### src/rtl/exmem_latch_if.sv
// EX/MEM latch bus: EX-stage inputs, pipeline control, latched outputs,
// the data-memory request and a debug view of the request FSM state.
//
// Handshake: the latch raises dmemREN or dmemWEN while a request is
// outstanding and holds the address and store data stable until the
// memory answers with a one-cycle dhit. The request drops on the first
// edge after dhit and is never reissued for the same instruction.
interface exmem_latch_if;
    // pipeline control
    logic        ihit;
    logic        dhit;
    logic        flush;
    // EX stage values
    logic [31:0] ex_port_o;
    logic [31:0] ex_rdat2;
    logic [4:0]  ex_wsel;
    logic        ex_WEN;
    logic        ex_dREN;
    logic        ex_dWEN;
    logic        ex_MemToReg;
    logic        ex_halt;
    // latched values
    logic [31:0] exmem_port_o;
    logic [4:0]  exmem_wsel;
    logic        exmem_WEN;
    logic        exmem_MemToReg;
    logic        exmem_halt;
    // data-memory request
    logic        dmemREN;
    logic        dmemWEN;
    logic [31:0] dmemaddr;
    logic [31:0] dmemstore;
    logic        exmem_stall;
    // debug: request FSM state (0 IDLE, 1 ACCESS, 2 DONE)
    logic [1:0]  exmem_state;

    modport slave (
        input  ihit, dhit, flush,
        input  ex_port_o, ex_rdat2, ex_wsel, ex_WEN, ex_dREN, ex_dWEN,
        input  ex_MemToReg, ex_halt,
        output exmem_port_o, exmem_wsel, exmem_WEN, exmem_MemToReg, exmem_halt,
        output dmemREN, dmemWEN, dmemaddr, dmemstore, exmem_stall,
        output exmem_state
    );

    modport master (
        output ihit, dhit, flush,
        output ex_port_o, ex_rdat2, ex_wsel, ex_WEN, ex_dREN, ex_dWEN,
        output ex_MemToReg, ex_halt,
        input  exmem_port_o, exmem_wsel, exmem_WEN, exmem_MemToReg, exmem_halt,
        input  dmemREN, dmemWEN, dmemaddr, dmemstore, exmem_stall,
        input  exmem_state
    );
endinterface

### src/rtl/exmem_latch.sv
// EX/MEM pipeline register with data-memory request FSM.
// Captures EX results on advance, issues the load/store request, and stalls
// the front of the pipeline until the memory access completes. A latched
// HALT freezes everything until reset.
module exmem_latch (
    input  logic          CLK,
    input  logic          nRST,
    exmem_latch_if.slave  bus
);

    typedef enum logic [1:0] {
        IDLE   = 2'd0,
        ACCESS = 2'd1,
        DONE   = 2'd2
    } state_t;

    state_t      state_q, state_d;
    logic [31:0] port_q,  port_d;
    logic [31:0] rdat2_q, rdat2_d;
    logic [4:0]  wsel_q,  wsel_d;
    logic        wen_q,   wen_d;
    logic        dren_q,  dren_d;
    logic        dwen_q,  dwen_d;
    logic        m2r_q,   m2r_d;
    logic        halt_q,  halt_d;

    logic in_access;
    logic advance;

    assign in_access = (state_q == ACCESS);
    // Advance needs the fetch done, no outstanding access (or it finishes
    // now), and no latched halt.
    assign advance   = bus.ihit & (~in_access | bus.dhit) & ~halt_q;

    // State and field registers; async reset clears the request at once.
    always_ff @(posedge CLK or negedge nRST) begin
        if (!nRST) begin
            state_q <= IDLE;
            port_q  <= 32'h0;
            rdat2_q <= 32'h0;
            wsel_q  <= 5'd0;
            wen_q   <= 1'b0;
            dren_q  <= 1'b0;
            dwen_q  <= 1'b0;
            m2r_q   <= 1'b0;
            halt_q  <= 1'b0;
        end else begin
            state_q <= state_d;
            port_q  <= port_d;
            rdat2_q <= rdat2_d;
            wsel_q  <= wsel_d;
            wen_q   <= wen_d;
            dren_q  <= dren_d;
            dwen_q  <= dwen_d;
            m2r_q   <= m2r_d;
            halt_q  <= halt_d;
        end
    end

    // Next-state and field capture: bubble on flush, capture on advance,
    // move to DONE when the access ends without an advance.
    always_comb begin
        state_d = state_q;
        port_d  = port_q;
        rdat2_d = rdat2_q;
        wsel_d  = wsel_q;
        wen_d   = wen_q;
        dren_d  = dren_q;
        dwen_d  = dwen_q;
        m2r_d   = m2r_q;
        halt_d  = halt_q;

        if (advance) begin
            if (bus.flush) begin
                state_d = IDLE;
                port_d  = 32'h0;
                rdat2_d = 32'h0;
                wsel_d  = 5'd0;
                wen_d   = 1'b0;
                dren_d  = 1'b0;
                dwen_d  = 1'b0;
                m2r_d   = 1'b0;
                halt_d  = 1'b0;
            end else begin
                state_d = (bus.ex_dREN | bus.ex_dWEN) ? ACCESS : IDLE;
                port_d  = bus.ex_port_o;
                rdat2_d = bus.ex_rdat2;
                wsel_d  = bus.ex_wsel;
                wen_d   = bus.ex_WEN;
                dren_d  = bus.ex_dREN;
                dwen_d  = bus.ex_dWEN;
                m2r_d   = bus.ex_MemToReg;
                halt_d  = bus.ex_halt;
            end
        end else if (in_access && bus.dhit && !halt_q) begin
            state_d = DONE;
        end
    end

    assign bus.exmem_port_o   = port_q;
    assign bus.exmem_wsel     = wsel_q;
    assign bus.exmem_WEN      = wen_q;
    assign bus.exmem_MemToReg = m2r_q;
    assign bus.exmem_halt     = halt_q;
    assign bus.dmemaddr       = port_q;
    assign bus.dmemstore      = rdat2_q;
    // A store wins over a simultaneous (illegal) load request.
    assign bus.dmemWEN        = in_access & dwen_q;
    assign bus.dmemREN        = in_access & dren_q & ~dwen_q;
    assign bus.exmem_stall    = in_access & ~bus.dhit & ~halt_q;
    assign bus.exmem_state    = state_q;

endmodule

### src/flat_wrapper.sv
// flat-port wrapper written by rule: the top's interface ports become plain ports
module exmem_latch_flat 
  (CLK, nRST, bus_ihit, bus_dhit, bus_flush, bus_ex_port_o, bus_ex_rdat2, bus_ex_wsel, bus_ex_WEN, bus_ex_dREN, bus_ex_dWEN, bus_ex_MemToReg, bus_ex_halt, bus_exmem_port_o, bus_exmem_wsel, bus_exmem_WEN, bus_exmem_MemToReg, bus_exmem_halt, bus_dmemREN, bus_dmemWEN, bus_dmemaddr, bus_dmemstore, bus_exmem_stall, bus_exmem_state);
  exmem_latch_if bus_i ();
  input  logic CLK;
  input  logic nRST;
  input wire logic [$bits(bus_i.ihit)-1:0] bus_ihit;
  input wire logic [$bits(bus_i.dhit)-1:0] bus_dhit;
  input wire logic [$bits(bus_i.flush)-1:0] bus_flush;
  input wire logic [$bits(bus_i.ex_port_o)-1:0] bus_ex_port_o;
  input wire logic [$bits(bus_i.ex_rdat2)-1:0] bus_ex_rdat2;
  input wire logic [$bits(bus_i.ex_wsel)-1:0] bus_ex_wsel;
  input wire logic [$bits(bus_i.ex_WEN)-1:0] bus_ex_WEN;
  input wire logic [$bits(bus_i.ex_dREN)-1:0] bus_ex_dREN;
  input wire logic [$bits(bus_i.ex_dWEN)-1:0] bus_ex_dWEN;
  input wire logic [$bits(bus_i.ex_MemToReg)-1:0] bus_ex_MemToReg;
  input wire logic [$bits(bus_i.ex_halt)-1:0] bus_ex_halt;
  output wire logic [$bits(bus_i.exmem_port_o)-1:0] bus_exmem_port_o;
  output wire logic [$bits(bus_i.exmem_wsel)-1:0] bus_exmem_wsel;
  output wire logic [$bits(bus_i.exmem_WEN)-1:0] bus_exmem_WEN;
  output wire logic [$bits(bus_i.exmem_MemToReg)-1:0] bus_exmem_MemToReg;
  output wire logic [$bits(bus_i.exmem_halt)-1:0] bus_exmem_halt;
  output wire logic [$bits(bus_i.dmemREN)-1:0] bus_dmemREN;
  output wire logic [$bits(bus_i.dmemWEN)-1:0] bus_dmemWEN;
  output wire logic [$bits(bus_i.dmemaddr)-1:0] bus_dmemaddr;
  output wire logic [$bits(bus_i.dmemstore)-1:0] bus_dmemstore;
  output wire logic [$bits(bus_i.exmem_stall)-1:0] bus_exmem_stall;
  output wire logic [$bits(bus_i.exmem_state)-1:0] bus_exmem_state;
  assign bus_i.ihit = bus_ihit;
  assign bus_i.dhit = bus_dhit;
  assign bus_i.flush = bus_flush;
  assign bus_i.ex_port_o = bus_ex_port_o;
  assign bus_i.ex_rdat2 = bus_ex_rdat2;
  assign bus_i.ex_wsel = bus_ex_wsel;
  assign bus_i.ex_WEN = bus_ex_WEN;
  assign bus_i.ex_dREN = bus_ex_dREN;
  assign bus_i.ex_dWEN = bus_ex_dWEN;
  assign bus_i.ex_MemToReg = bus_ex_MemToReg;
  assign bus_i.ex_halt = bus_ex_halt;
  assign bus_exmem_port_o = bus_i.exmem_port_o;
  assign bus_exmem_wsel = bus_i.exmem_wsel;
  assign bus_exmem_WEN = bus_i.exmem_WEN;
  assign bus_exmem_MemToReg = bus_i.exmem_MemToReg;
  assign bus_exmem_halt = bus_i.exmem_halt;
  assign bus_dmemREN = bus_i.dmemREN;
  assign bus_dmemWEN = bus_i.dmemWEN;
  assign bus_dmemaddr = bus_i.dmemaddr;
  assign bus_dmemstore = bus_i.dmemstore;
  assign bus_exmem_stall = bus_i.exmem_stall;
  assign bus_exmem_state = bus_i.exmem_state;
  exmem_latch u_core (.CLK(CLK), .nRST(nRST), .bus(bus_i));
endmodule
### config.mk
export PLATFORM = sky130hd
export DESIGN_NAME = exmem_latch_flat
export DESIGN_NICKNAME = d
export VERILOG_FILES = /design/src/rtl/exmem_latch_if.sv /design/src/rtl/exmem_latch.sv /design/src/flat_wrapper.sv
export SDC_FILE = /design/constraint.sdc
export NUM_CORES = 1
export LEC_CHECK = 0
export CORE_UTILIZATION = 37
export DETAILED_ROUTE_END_ITERATION = 8
export PLACE_DENSITY = 0.78
export SETUP_SLACK_MARGIN = 0.2
export SYNTH_ARGS = -nofsm -noshare
export SYNTH_HDL_FRONTEND = slang
export SYNTH_SLANG_ARGS = --single-unit
### constraint.sdc
create_clock -name CLK -period 1.6 [get_ports CLK]
set_clock_uncertainty 0.1 [all_clocks]
set_input_delay 0.32 -clock CLK [delete_from_list [all_inputs] [get_ports CLK]]
set_output_delay 0.32 -clock CLK [all_outputs]
set_load 0.01 [all_outputs]
==> reports/metrics.cfg, run 1 <==
[run_status]
status = finished, violations left
violations = setup timing

[clock_tree]
cts_sinks = 76
clockBufferDepth = 2
path_clk_slew_ps = 80
cts_tree = built
clock-root-buffer = clkbuf_8
insertion_delay_ps = 330
cts-buffers-inserted = 9
cts_max_level = 3

[min_path]
hold_depth = 1
holdCritPathClass = register to register

[power_and_ir_drop]
p_sw_uw = 3520
p_leak_uw = 0.00300
seqPwrFrac_pct = 30.7
ir_drop_mv = 0.825
p_comb_share_pct = 53.1
internal_power_uw = 7730
clock_power_share_pct = 16.2
power_density_mw_per_mm2 = 1850
switching_share_pct = 31.3

[sta]
max_freq_mhz = 579
fin_ws_ps = -128
rsz0062_at_grt = true
setup_viol = 77
final-hold-violation-count = 0
fin_crit_sh_pct = 108
maxSlewHeadroom_pct = 72.2
tightest_slew_ps = 417
slew_violations = 0
post-route-min-period_ps = 1730

[grt]
gr-total-overflow = 0
grt_pass1_vias = 2903
grt_pass1_wl_um = 14800
antenna_found_initial = 0
grt_usage_pct = 18.3
grt_max_degree = 77

[setup_path]
crit_end = u_core.bus.dmemstore[19]
critPathArrivalTime_ps = 1840
crit_path_max_fanout = 39
end_kind = register
critPathKind = input pin to register
startpoint = bus_dhit
reg2reg_from = u_core.bus.exmem_state[1]
r2r_end = u_core.bus.dmemstore[19]
reg2reg_slack_ps = -120
required_ps = 1710
reg2reg_depth = 4
start_kind = input pin

[drt]
route.vias.total = 2838
first_pass_iters = 4
drt-wirelength-per-cell_um = 15.3
drc = 0
drt_iter0_drc = 68
ant_nets = 0
viasPerCell = 4.44
routed_wl_um = 9790

[floorplan]
fp-row-count = 36
start_util_pct = 38.6
die_y_um = 103
dieArea_mm2 = 0.0107
dieWidth_um = 103
coreArea_mm2 = 0.00986
io-pin-count = 188

[synth]
synth.avg_cell_area_um2 = 13.4
ys_seq_area_share_pct = 50.0
syn_inst = 284
synthArstFlopShare_pct = 100
yosysTopAreaCell = dfrtp_1
synthDistinctLibCells = 20
netlist_area_mm2 = 0.00381
synth.most_common_cell = dfrtp_1
synth_top_area_share_pct = 50.0
ys_ff_latch = 76
synth-main-ff-cell = dfrtp_1
netlist_top_cells_area = dfrtp_1 (50%), mux2_4 (20%), nor2b_1 (12%), mux2_2 (6.8%), buf_4 (6.3%)
synthesis.nets = 363
synthTopCellsByCount = dfrtp_1 (76), nor2b_1 (73), mux2_4 (50)
yosys_warnings = 0
synth_edf_count = 0

[run]
maxCapViolations = 0

[placed_design]
dpl.hpwl_um = 6100
gp_congestion = 0.769
preCtsSetupSlack_ps = -468
post_dp_cell_area_mm2 = 0.00564
io_buffer_count = 187

[finish]
nNetsFinal = 580
finalInstanceArea_mm2 = 0.00609
drive_above_1_share_pct = 53.4
antenna_cells = 0
area.growth.synth_to_final_pct = 60.1

-- critical path: stages --
cell and delay (ps):
clkdlybuf4s50_1 420, buf_4 150, o311a_4 410, buf_12 200
mux2_4 320
-- power by group through the flow --
| stage | Sequential (uW) | Clock, uW | Combinational, uW |
|---|---|---|---|
| final | 3450 | 1820 | 5980 |
| after global routing | 3570 | 1960 | 6370 |
| after CTS | 3440 | 1860 | 6030 |
| after detailed placement | 3510 | 0 | 5420 |
| after global placement | 3490 | 0 | 5310 |
| after floorplan | 3850 | 0 | 2360 |
-- logic make-up (layout without fill, tap and decap cells) --
family | count (synthesis) | count (layout) | share of synthesized area, %
mux | 74 | 74 | 26.8
simple gates | 77 | 77 | 12.8
compound gates | 6 | 6 | 1.05
buf+inv | 51 | 273 | 9.43
flops | 76 | 76 | 50.0
-- routing by layer --
metal	vias up	track usage (%)	wire length [um]
met5	-	0	0
met4	0	6.50	116
met3	11	4.37	625
met2	107	31.6	5070
met1	1381	22.3	3980
li1	1339	-	-
-- metrics by stage --
stage	utilization, %	hold slack [ps]	total power, uW	instances	setup TNS (ps)
global placement	57.2	273	8800	568	-32530
finish	61.8	405	11200	639	-7630
floorplan	-	-75.6	6220	284	-1780
global route	61.8	426	11900	639	-9240
CTS	63.3	416	11300	622	-6820
detailed placement	57.2	274	8930	568	-33550
-- placed cells by master (no fill, tap or decap), types with 2 or more instances in the layout --
cell type | Yosys | routed
o21ai_0 | 2 | 2
bufinv_16 | 0 | 3
clkdlybuf4s50_1 | 0 | 76
buf_4 | 32 | 31
clkbuf_8 | 0 | 11
nor2b_1 | 73 | 73
clkbuf_2 | 0 | 29
buf_6 | 6 | 62
mux2_4 | 50 | 50
buf_2 | 2 | 49
dfrtp_1 | 76 | 75
inv_1 | 2 | 2
mux2_2 | 23 | 23
buf_12 | 0 | 4
-- registers in the layout, indices dropped and copies added, names as in the netlist --
name,flops
u_core.dren_q,1
u_core.bus.exmem_wsel,5
u_core.bus.exmem_MemToReg,1
u_core.bus.dmemaddr,32
u_core.bus.exmem_halt,1
u_core.bus.exmem_WEN,1
u_core.bus.dmemstore,32
u_core.bus.exmem_state,2
u_core.dwen_q,1
-- layout make-up --
type                    instances  area (um^2)
repair buffers                254         2200
clock inverters                 4         95.1
flip-flops and latches         76         1900
well taps                     133          166
multi-input cells             157         1570
clock buffers                  12          155
fillers                       817         3770
inverters                       3         11.3
-- timing repair --
action | 4_1_cts | 5_1_grt
gates resized for setup | 412 | 61
hold endpoints to repair | 76 | 0
pin swaps | 1 | 0
setup buffers | 37 | 17
setup endpoints to repair | 184 | 164
hold buffers | 1 | 0
-- how the worst min path moves through the flow --
stage	start	to	slack (ps)
global placement	nRST	u_core.bus.dmemaddr[9]	270
CTS	u_core.bus.dmemstore[5]	u_core.bus.dmemstore[5]	420
finish	u_core.bus.dmemstore[2]	u_core.bus.dmemstore[2]	410
floorplan	nRST	u_core.bus.dmemaddr[0]	-80
detailed placement	nRST	u_core.bus.dmemaddr[10]	270
global route	u_core.bus.dmemstore[11]	u_core.bus.dmemstore[11]	430
Power figures use the tool's default switching activity.
==> run 2, diff against run 1 <==
--- a/config.mk
+++ b/config.mk
@@ -5,9 +5,9 @@
 export SDC_FILE = /design/constraint.sdc
 export NUM_CORES = 1
 export LEC_CHECK = 0
-export CORE_UTILIZATION = 37
+export ABC_CLOCK_PERIOD_IN_PS = 1800
+export CORE_UTILIZATION = 30
 export DETAILED_ROUTE_END_ITERATION = 8
-export PLACE_DENSITY = 0.78
 export SETUP_SLACK_MARGIN = 0.2
 export SYNTH_ARGS = -nofsm -noshare
 export SYNTH_HDL_FRONTEND = slang
==> constraint.sdc (replaced) <==
create_clock -name CLK -period 1.8 [get_ports CLK]
set_clock_uncertainty 0.1 [all_clocks]
set_input_delay 0.36 -clock CLK [delete_from_list [all_inputs] [get_ports CLK]]
set_output_delay 0.36 -clock CLK [all_outputs]
set_load 0.01 [all_outputs]
==> run 2 against run 1 <==
Effect of this change:
- global-route usage is 3.5 points lower
- worst setup slack better by 170 ps
- sequential share of layout area hardly changed
- clock power is 19% higher
- register-to-register slack better by 160 ps
- clock-buffer cell count is 2 lower
- critical path depth stayed put
- die area is 23% higher
- the run now ends clean
==> reports/metrics.cfg, run 2 (synthesized netlist as in run 1, its figures left out) <==
[floorplan]
die_y_um = 115
start_util_pct = 31.2
io-pin-count = 188
dieWidth_um = 115
dieArea_mm2 = 0.0131
coreArea_mm2 = 0.0122
fp-row-count = 40

[power_and_ir_drop]
p_comb_share_pct = 44.4
p_sw_uw = 2860
clock_power_share_pct = 23.0
power_uw = 9450
switching_share_pct = 30.3
seqPwrFrac_pct = 32.6
power_density_mw_per_mm2 = 1550
p_leak_uw = 0.00299
internal_power_uw = 6580
ir_drop_mv = 0.512

[finish]
antenna_cells = 0
area.growth.synth_to_final_pct = 60.2
layout_common_cells = dlygate4sd2_1 (105), clkdlybuf4s50_1 (75), dfrtp_1 (75)
stdcell_count = 627
final_common_cell = dlygate4sd2_1
drive_above_1_share_pct = 26.4
nNetsFinal = 534
finalInstanceArea_mm2 = 0.00610

[sta]
slew_violations = 0
post-route-min-period_ps = 1760
tightest_slew_ps = 440
fin_crit_sh_pct = 97.8
final-hold-violation-count = 0
setup_viol = 0
maxSlewHeadroom_pct = 70.7
rsz0062_at_grt = true
max_freq_mhz = 568

[drt]
drt-wirelength-per-cell_um = 15.0
first_pass_iters = 4
ant_nets = 0
drt_iter0_drc = 86
route.vias.total = 2665
routed_wl_um = 9380
viasPerCell = 4.25
drc = 0

[min_path]
min_from = u_core.bus.dmemstore[13]
hold_depth = 1
hold_end = u_core.bus.dmemstore[13]
holdCritPathClass = register to register

[setup_path]
critPathKind = register to register
r2r_end = u_core.bus.dmemstore[13]
reg2reg_slack_ps = 40
reg2reg_from = u_core.bus.exmem_state[1]
crit_path_max_fanout = 6
start_kind = register
critPathArrivalTime_ps = 1860
reg2reg_depth = 5
end_kind = register
cpPeakStageDelay_ps = 460
crit_slowest_cell = dfrtp_2
required_ps = 1900
path_cells = buf_6 > o311a_4 > buf_12 > buf_16 > mux2_2

[placed_design]
place_inst = 602
dpl.hpwl_um = 6250
post_dp_cell_area_mm2 = 0.00569
io_buffer_count = 187
gp_congestion = 0.740

[grt]
gr-total-overflow = 0
grt_pass1_vias = 2822
grt_use_met1_pct = 18.9
antenna_found_initial = 0
grt_pass1_wl_um = 15100
grt_max_degree = 77
met2_usage_pct = 25.1
grt_usage_pct = 14.8
globalRouteMet3Util_pct = 3.34
top_usage_layer = met2

[clock_tree]
cts_tree = built
cts_max_level = 3
clockBufferDepth = 2
cts_sinks = 76
insertion_delay_ps = 320
clock-root-buffer = clkbuf_16
path_clk_slew_ps = 60
cts-buffers-inserted = 9

[run_status]
status = finished clean

[run]
maxCapViolations = 0

## run 2: cell count changes in the layout (fill, tap and decap cells not counted), sizes merged
cell           delta
clkdlybuf4s15     -1
dlymetal6s2s      -1
clkdlybuf4s50     -1
clkbuf           -30
buf             -120
dlygate4sd2     +105
bufinv            +1
## run 2: final cells by class
class	count	area (um^2)
multi-input combinational	157	1580
fill	1143	6110
sequential	76	1900
inverter	3	11.3
timing repair buffer	208	2040
clock inverter	5	125
clock buffer	10	229
tap	168	210
## run 2: worst max path at each step
stage,start,end,slack [ps],depth (start not counted)
finish,u_core.bus.exmem_state[1],u_core.bus.dmemstore[13],40,5
detailed placement,bus_dhit,u_core.bus.exmem_wsel[2],-320,5
CTS,u_core.bus.exmem_state[1],bus_dmemREN,20,2
global route,u_core.bus.exmem_state[0],u_core.bus.dmemstore[3],2,6
floorplan,u_core.bus.exmem_state[0],u_core.bus.dmemaddr[0],160,5
global placement,bus_dhit,u_core.bus.dmemaddr[10],-310,5
## run 2: critical path: cells and delay by family (launching register included)
family          cells  cell delay [ps]
flops               1              460
buf+inv             3              430
mux                 1              260
compound gates      1              390
## run 2: power by group through the flow
stage	combinational, uW	sequential (uW)	clock [uW]
finish	4200	3080	2170
global route	4490	3210	2310
CTS	4200	3090	2240
global placement	4770	3120	0
floorplan	2100	3430	0
detailed placement	4820	3120	0
## run 2: timing repair
action,CTS,global route
gates cloned,3,0
hold buffers,1,0
pin swaps,1,1
resized for setup,135,7
endpoints found under the setup margin,184,79
setup buffers,4,2
hold endpoints to repair,76,0
## run 2: layer usage
| layer | up-vias | share of wire [%] |
|---|---|---|
| met5 | - | 0 |
| met4 | 0 | 0.73 |
| met3 | 5 | 5.6 |
| met2 | 98 | 49 |
| met1 | 1310 | 44 |
| li1 | 1252 | - |
## run 2: stage by stage
stage | hold WS [ps] | utilization [%] | worst slack [ps] | TNS (ps)
floorplan | -35.6 | - | 164 | 0
global placement | 321 | 46.6 | -307 | -21000
detailed placement | 318 | 46.6 | -317 | -21220
CTS | 403 | 49.6 | 24.9 | 0
global route | 415 | 49.9 | 2.44 | 0
finish | 401 | 49.9 | 39.8 | 0
==> run 3, diff against run 2 <==
--- a/config.mk
+++ b/config.mk
@@ -8,6 +8,7 @@
 export ABC_CLOCK_PERIOD_IN_PS = 1800
 export CORE_UTILIZATION = 30
 export DETAILED_ROUTE_END_ITERATION = 8
+export PLACE_DENSITY_LB_ADDON = 0.1
 export SETUP_SLACK_MARGIN = 0.2
 export SYNTH_ARGS = -nofsm -noshare
 export SYNTH_HDL_FRONTEND = slang
==> run 3 against run 2 <==
Effect of this change:
- clock-buffer cell count rose by 3
- sequential share of layout area fell by 0.38 points
- non-clock buffer count rose by 2
- core utilization rose by 0.61 points
- design area rose by 1.2%
- worst setup slack improved by 24 ps
- total power fell by 1.3%
- routed wire length rose by 3.4%
- critical path depth fell by 1
- largest cell class unchanged
- via count rose by 0.94%
- final cell count rose by 0.64%
- first-iteration DRC count fell by 9.3%
==> reports/metrics.cfg, run 3 (synthesized netlist as in run 1, its figures left out) <==
[sta]
slew_violations = 0
max_freq_mhz = 576
timing.hold.ws_ps = 276
setup_viol = 0
fin_crit_sh_pct = 96.5
tightest_slew_ps = 412
maxSlewHeadroom_pct = 72.5
rsz0062_at_grt = true
post-route-min-period_ps = 1740
final-hold-violation-count = 0

[grt]
gr-total-overflow = 0
grt_pass1_wl_um = 14400
grt_usage_pct = 14.6
grt_pass1_vias = 2748
grt_max_degree = 77
antenna_found_initial = 0

[power_and_ir_drop]
power_density_mw_per_mm2 = 1510
p_leak_uw = 0.00301
power_uw = 9330
ir_drop_mv = 0.702

[floorplan]
io-pin-count = 188
coreArea_mm2 = 0.0122
die_y_um = 115
dieWidth_um = 115
dieArea_mm2 = 0.0131
fp-row-count = 40
start_util_pct = 31.2

[placed_design]
gp_congestion = 0.722
io_buffer_count = 187
dpl.hpwl_um = 6230
post_dp_cell_area_mm2 = 0.00570

[finish]
finalInstanceArea_mm2 = 0.00617
layout_common_cells = dlygate4sd2_1 (105), dfrtp_1 (75), clkdlybuf4s50_1 (74)
area.growth.synth_to_final_pct = 62.2
final_common_cell = dlygate4sd2_1
nNetsFinal = 537
antenna_cells = 0
drive_above_1_share_pct = 27.2

[drt]
drt_iter0_drc = 78
route.vias.total = 2690
ant_nets = 0
first_pass_iters = 3
routed_wl_um = 9690
drc = 0
drt-wirelength-per-cell_um = 15.4
viasPerCell = 4.26

[setup_path]
crit_path_max_fanout = 9
cpPeakStageDelay_ps = 450
critPathArrivalTime_ps = 1850
path_cells = buf_6 > o311a_4 > clkbuf_16 > mux2_4
reg2reg_slack_ps = 60
reg2reg_from = u_core.bus.exmem_state[1]
end_kind = register
reg2reg_depth = 4
required_ps = 1920
start_kind = register
critPathKind = register to register
cp.buffers_inverters = 2
critPathTopFamily = flip-flops
r2r_end = u_core.bus.dmemstore[27]
crit_slowest_cell = dfrtp_2

[clock_tree]
clockBufferDepth = 2
cts_tree = built
cts_sinks = 76
cts_max_level = 3
path_clk_slew_ps = 60
insertion_delay_ps = 330
clock-root-buffer = clkbuf_16
cts-buffers-inserted = 9

[min_path]
min_from = bus_ihit
holdCritPathClass = input pin to register
hold_end = u_core.bus.exmem_state[1]
hold_depth = 2

[run]
maxCapViolations = 0

[run_status]
status = finished clean

[run 3: worst max path at each step]
stage	start	endpoint	slack [ps]	depth (start not counted)
floorplan	u_core.bus.exmem_state[0]	u_core.bus.dmemaddr[0]	160	5
global placement	bus_dhit	u_core.bus.dmemaddr[24]	-320	5
detailed placement	bus_dhit	u_core.bus.dmemstore[24]	-320	5
CTS	u_core.dwen_q	bus_dmemREN	20	2
global route	u_core.bus.exmem_state[1]	u_core.bus.dmemstore[27]	20	4
finish	u_core.bus.exmem_state[1]	u_core.bus.dmemstore[27]	60	4
[run 3: layout make-up]
type                    instances  area, um^2
clock inverters                 3        67.6
fillers                      1145        6040
flip-flops and latches         76        1900
repair buffers                210        2080
inverters                       3        17.5
clock buffers                  13         270
well taps                     168         210
multi-input cells             158        1630
[run 3: what timing repair did]
item                                   CTS  global route
pin swaps                                1             3
endpoints found under the hold margin   76             0
buffers inserted                         5             0
hold buffers                             1             0
cloned                                   1             6
resized for setup                      128            16
setup endpoints to repair              183            81
[run 3: worst register-to-register path: stages (launching register included)]
cell	delay [ps]
dfrtp_2	450
buf_6	150
o311a_4	400
clkbuf_16	210
mux2_4	300
[run 3: per-stage QoR]
| step | util (%) | setup slack (ps) | instances | TNS [ps] |
|---|---|---|---|---|
| 6_report | 50.5 | 63.5 | 631 | 0 |
| 5_1_grt | 50.5 | 20.5 | 631 | 0 |
| 4_1_cts | 49.2 | 21.2 | 625 | 0 |
| 3_5_place_dp | 46.7 | -325 | 602 | -20600 |
| 3_3_place_gp | 46.7 | -322 | 602 | -21040 |
| 2_1_floorplan | - | 164 | 284 | 0 |
[run 3: power by group]
part / total (uW) / switching (uW) / leakage (uW) / internal [uW]
Clock: 2020 / 691 / 0.000162 / 1330
Combinational: 4250 / 1680 / 0.00187 / 2570
Sequential: 3060 / 527 / 0.000976 / 2530
Total: 9330 / 2900 / 0.00301 / 6430
[run 3: metal layers]
metal  wire length, um  up-vias  track usage [%]
met5                 0        -                0
met4               134        0             6.49
met3               873       12             5.98
met2              4350      119             22.9
met1              4340     1296             17.6
li1                  -     1263                -
